--- src/rtl/wide_add_sequencer.sv ---
// Multi-word adder that streams one 32-bit operand word per cycle through an external adder.
// Define WIDE_ADD_OVF_EN to add the registered signed-overflow output ovf.
module wide_add_sequencer #(
  parameter int unsigned NUM_WORDS = 4
) (
  input  logic                   clk,
  input  logic                   rst_n,
  input  logic                   start,
  input  logic [32*NUM_WORDS-1:0] op_a,
  input  logic [32*NUM_WORDS-1:0] op_b,
  input  logic                   cin,
  output logic [31:0]            adder_a,
  output logic [31:0]            adder_b,
  output logic                   adder_cin,
  input  logic [31:0]            adder_s,
  input  logic                   adder_cout,
  output logic [32*NUM_WORDS-1:0] sum,
  output logic                   cout,
  output logic                   busy,
  output logic                   done
`ifdef WIDE_ADD_OVF_EN
  ,
  output logic                   ovf
`endif
);

  localparam int unsigned Width = 32 * NUM_WORDS;
  localparam int unsigned IdxW  = (NUM_WORDS > 1) ? $clog2(NUM_WORDS) : 1;
  localparam logic [IdxW-1:0] LastIdx = IdxW'(NUM_WORDS - 1);

  typedef enum logic [1:0] {StIdle, StRun, StDone} state_e;

  state_e           r_state;
  logic [Width-1:0] r_op_a;
  logic [Width-1:0] r_op_b;
  logic [Width-1:0] r_sum;
  logic [IdxW-1:0]  r_idx;
  logic             r_carry;
  logic             r_cout;
  logic             r_busy;
  logic             r_done;
  logic [31:0]      w_word_a;
  logic [31:0]      w_word_b;
  logic             w_run;
`ifdef WIDE_ADD_OVF_EN
  logic             r_ovf;
`endif

  always_comb begin
    w_word_a = '0;
    w_word_b = '0;
    for (int unsigned i = 0; i < NUM_WORDS; i++) begin
      if (r_idx == IdxW'(i)) begin
        w_word_a = r_op_a[32*i +: 32];
        w_word_b = r_op_b[32*i +: 32];
      end
    end
  end

  // Adder inputs come only from registers and are forced to zero outside RUN.
  assign w_run     = (r_state == StRun);
  assign adder_a   = w_run ? w_word_a : 32'd0;
  assign adder_b   = w_run ? w_word_b : 32'd0;
  assign adder_cin = w_run ? r_carry : 1'b0;

  always_ff @(posedge clk or negedge rst_n) begin
    if (!rst_n) begin
      r_state <= StIdle;
      r_op_a  <= '0;
      r_op_b  <= '0;
      r_sum   <= '0;
      r_idx   <= '0;
      r_carry <= 1'b0;
      r_cout  <= 1'b0;
      r_busy  <= 1'b0;
      r_done  <= 1'b0;
`ifdef WIDE_ADD_OVF_EN
      r_ovf   <= 1'b0;
`endif
    end else begin
      r_done <= 1'b0;
      unique case (r_state)
        StIdle: begin
          if (start) begin
            r_op_a  <= op_a;
            r_op_b  <= op_b;
            r_idx   <= '0;
            r_carry <= cin;
            r_busy  <= 1'b1;
            r_state <= StRun;
          end
        end
        StRun: begin
          for (int unsigned i = 0; i < NUM_WORDS; i++) begin
            if (r_idx == IdxW'(i)) begin
              r_sum[32*i +: 32] <= adder_s;
            end
          end
          r_carry <= adder_cout;
          if (r_idx == LastIdx) begin
            r_idx   <= '0;
            r_cout  <= adder_cout;
`ifdef WIDE_ADD_OVF_EN
            // Carry into bit 31 is recovered as s ^ a ^ b at that bit.
            r_ovf   <= adder_cout ^ (adder_s[31] ^ adder_a[31] ^ adder_b[31]);
`endif
            r_done  <= 1'b1;
            r_state <= StDone;
          end else begin
            r_idx <= r_idx + IdxW'(1);
          end
        end
        StDone: begin
          r_busy  <= 1'b0;
          r_state <= StIdle;
        end
        default: begin
          r_busy  <= 1'b0;
          r_state <= StIdle;
        end
      endcase
    end
  end

  assign sum  = r_sum;
  assign cout = r_cout;
  assign busy = r_busy;
  assign done = r_done;
`ifdef WIDE_ADD_OVF_EN
  assign ovf  = r_ovf;
`endif

endmodule

--- config.mk ---
export PLATFORM = sky130hd
export DESIGN_NAME = wide_add_sequencer
export DESIGN_NICKNAME = d
export VERILOG_FILES = /design/src/rtl/wide_add_sequencer.sv
export SDC_FILE = /design/constraint.sdc
export NUM_CORES = 1
export LEC_CHECK = 0
export ABC_AREA = 1
export CORE_ASPECT_RATIO = 1.2
export CORE_MARGIN = 4
export CORE_UTILIZATION = 48
export DETAILED_ROUTE_END_ITERATION = 6
export PLACE_DENSITY = 0.84
export SKIP_CTS_REPAIR_TIMING = 1
export SYNTH_ARGS = -nofsm -noshare
export SYNTH_HDL_FRONTEND = slang
export SYNTH_SLANG_ARGS = --single-unit
--- constraint.sdc ---
create_clock -name clk -period 1.9 [get_ports clk]
set_clock_uncertainty 0.1 [all_clocks]
set_input_delay 0.38 -clock clk [delete_from_list [all_inputs] [get_ports clk]]
set_output_delay 0.38 -clock clk [all_outputs]
set_load 0.01 [all_outputs]
==> results.json <==
{
  "cts_sinks": 392,
  "path_cells": "inv_4 > ha_4 > inv_8 > buf_12 > buf_4 > nor2_1 > nor2_1 > nand2_1 > nand2_1 > buf_6",
  "syn2layout_area_growth_pct": 47.6,
  "arrival_ps": 2150,
  "routed_wl_mm": 61.6,
  "wl_per_cell_microns": 19.6,
  "clock_path_buffers": 3,
  "cp_max_fo": 7,
  "cts_inserted_buffers": 40,
  "final_max_slew_viol_count": 0,
  "p_comb_share_pct": 48.6,
  "p_sw_share_pct": 40.4,
  "max_freq_mhz": 380,
  "power_switching_mw": 17.9,
  "cpPeakStageDelay_ps": 480,
  "endpoint_kind": "output port",
  "std_cell_rows": 75,
  "relSlewSlack_pct": 66.5,
  "clk_pin_slew_ps": 60,
  "synth_area_leader_cell": "dfrtp_1",
  "worstRegToRegCells": 6,
  "path_class": "reg2out",
  "crit_start": "r_idx[0]",
  "slowest_stage": "dfrtp_2",
  "period_minus_slack_ps": 2630,
  "status": "finished, violations left",
  "internal_power_mw": 26.3,
  "clockPowerShare_pct": 17.5,
  "grt_overflow": 0,
  "netlist_area_sq_um": 17300,
  "grt_pass1_wl_mm": 87.0,
  "start_util_pct": 49.1,
  "async_reset_ff_share_pct": 100,
  "fillers": 2407,
  "setup_ws_ps": -733,
  "critPathRequiredTime_ps": 1420,
  "ys_ff_latch": 392,
  "core_area_sq_um": 35300,
  "fin_nets": 2932,
  "seq_power_share_pct": 34.0,
  "ant_nets": 0,
  "drive_gt1_share_pct": 13.1,
  "io_buffers": 488,
  "leakage_nw": 14.4,
  "failed_checks": "negative setup slack",
  "cp-start-kind": "register",
  "period_share_pct": 139,
  "antenna_found_initial": 16,
  "drv_cap": 0,
  "power.density_nw_per_um2": 1730,
  "drc": 0,
  "routabilityCongestion": 0.933,
  "yosys_warnings": 0,
  "num_vias": 16900,
  "yosysUniqueCellTypes": 18,
  "synth_nets": 2426,
  "via_per_inst": 5.39,
  "rsz0062_at_grt": "true",
  "die_w_microns": 181,
  "grt_pass1_vias": 16600,
  "drt_iter0_drc": 1624,
  "worst_r2r_endpoint": "sum[69]",
  "ioPinCount": 489,
  "htree_levels": 2,
  "placed_cell_area_sq_um": 23100,
  "synth_area_per_cell_sq_um": 8.13,
  "hold_class": "in2async",
  "cts_root_buffer": "clkbuf_16",
  "synth_top_area_share_pct": 56.6,
  "r2r-start": "r_idx[0]",
  "synthCells": 2129,
  "total_power_mw": 44.2,
  "track_usage_pct": 27.5,
  "regToRegSetupSlack_ps": -20,
  "synth-seq-area-share_pct": 56.6,
  "finalHoldViolCount": 0,
  "chipHeight_microns": 216,
  "tritoncts": "built",
  "vdd_ir_drop_max_mv": 0.944,
  "first_pass_iters": 6,
  "synth_ff_type": "dfrtp_1",
  "synthTopCellsByArea": "dfrtp_1, nand2_1, o21ai_0, inv_1, nor2_1",
  "synth_edf_count": 0,
  "final_cell_area_sq_um": 25600,
  "tightestPinTransition_ps": 503,
  "crit_end": "adder_a[22]",
  "clk_latency_ps": 540,
  "setup_viol": 66,
  "hpwl_mm": 40.1,
  "dieArea_sq_um": 39200,
  "grt_max_degree": 68
}
## kinds of logic after synthesis
| kind of cell | count (synthesis) | synth area share [%] |
|---|---|---|
| flops | 392 | 56.6 |
| fa+ha+maj | 4 | 0.289 |
| buf+inv | 428 | 10.8 |
| simple gates | 854 | 19.2 |
| compound gates | 451 | 13.0 |
## worst max-delay path: cells and delay by family (launching register included)
family | cells | cell delay [ps]
buf+inv | 5 | 570
fa+ha+maj | 1 | 200
simple gates | 4 | 350
flops | 1 | 480
## per-layer routing
metal	GRT usage, %	vias up	wire [microns]
li1	-	7599	-
met1	32.5	8055	21900
met5	0	-	57
met2	47.0	989	30500
met3	5.38	274	4860
met4	15.9	8	4380
## cell usage after synthesis (4+ instances only)
cell type	instances
a21oi_1	64
buf_6	15
nand3_1	69
o21ai_0	375
ha_1	4
nand2_2	4
clkbuf_1	43
buf_4	29
inv_1	295
buf_2	34
buf_1	7
nor2_1	129
dfrtp_1	392
o21ai_1	12
nand2_1	650
inv_2	5
## layout by cell type, fill, tap and decap left out, types with 5 or more instances in the layout
master           instances
nand2_1                623
dfrtp_1                389
o21ai_0                375
inv_1                  292
clkdlybuf4s50_1        291
dlymetal6s2s_1         138
nor2_1                  81
nand3_1                 68
clkbuf_16               53
buf_12                  38
buf_4                   36
a21oi_1                 33
nor2_2                  33
nand2_2                 29
buf_6                   29
a21oi_2                 26
clkbuf_2                22
buf_2                   20
nor2_4                  15
diode_2                 13
o21ai_1                 12
clkbuf_1                12
clkbuf_8                 9
a21oi_4                  5
## sequential cells by signal, summed over array words and instances, names as in the netlist
| signal | flops |
|---|---|
| busy | 1 |
| cout | 1 |
| done | 1 |
| r_carry | 1 |
| r_idx | 2 |
| r_op_a | 128 |
| r_op_b | 128 |
| r_state | 2 |
| sum | 128 |
## worst min path at each step
stage,start,endpoint,slack (ps),depth (start not counted)
2_1_floorplan,rst_n,busy,-20,0
3_3_place_gp,rst_n,sum[82],230,1
3_5_place_dp,rst_n,sum[114],230,1
4_1_cts,rst_n,sum[114],-330,1
5_1_grt,op_a[81],r_op_a[81],290,3
6_report,rst_n,sum[114],260,2
## layout make-up
type	instances	area, sq um	area share (%)
clock buffer	62	1190	4.67
sequential	392	9810	38.4
clock inverter	8	73.8	0.289
antenna	13	32.5	0.127
timing repair buffer	592	6610	25.8
inverter	300	1140	4.47
tap	462	578	2.26
multi-input combinational	1309	6130	24.0
## power groups by stage
stage	Sequential (mW)	Clock, mW	Combinational [mW]
detailed placement	14.8	0	19.3
global route	15.4	8.15	23.2
floorplan	14.9	0	9.19
global placement	14.6	0	18.7
finish	15.0	7.71	21.5
CTS	14.7	7.77	19.6
## metrics by stage
stage	TNS [ps]	utilization (%)	setup WS [ps]	hold WS, ps	instances
CTS	-74760	69.0	-1170	-325	3098
floorplan	0	-	8.63	-15.6	2129
detailed placement	-31680	65.4	-580	233	3028
global route	-47010	72.5	-814	295	3137
global placement	-29820	65.4	-556	229	3028
finish	-41800	72.5	-733	264	3138
No activity file was read; power rests on OpenSTA's default activity.
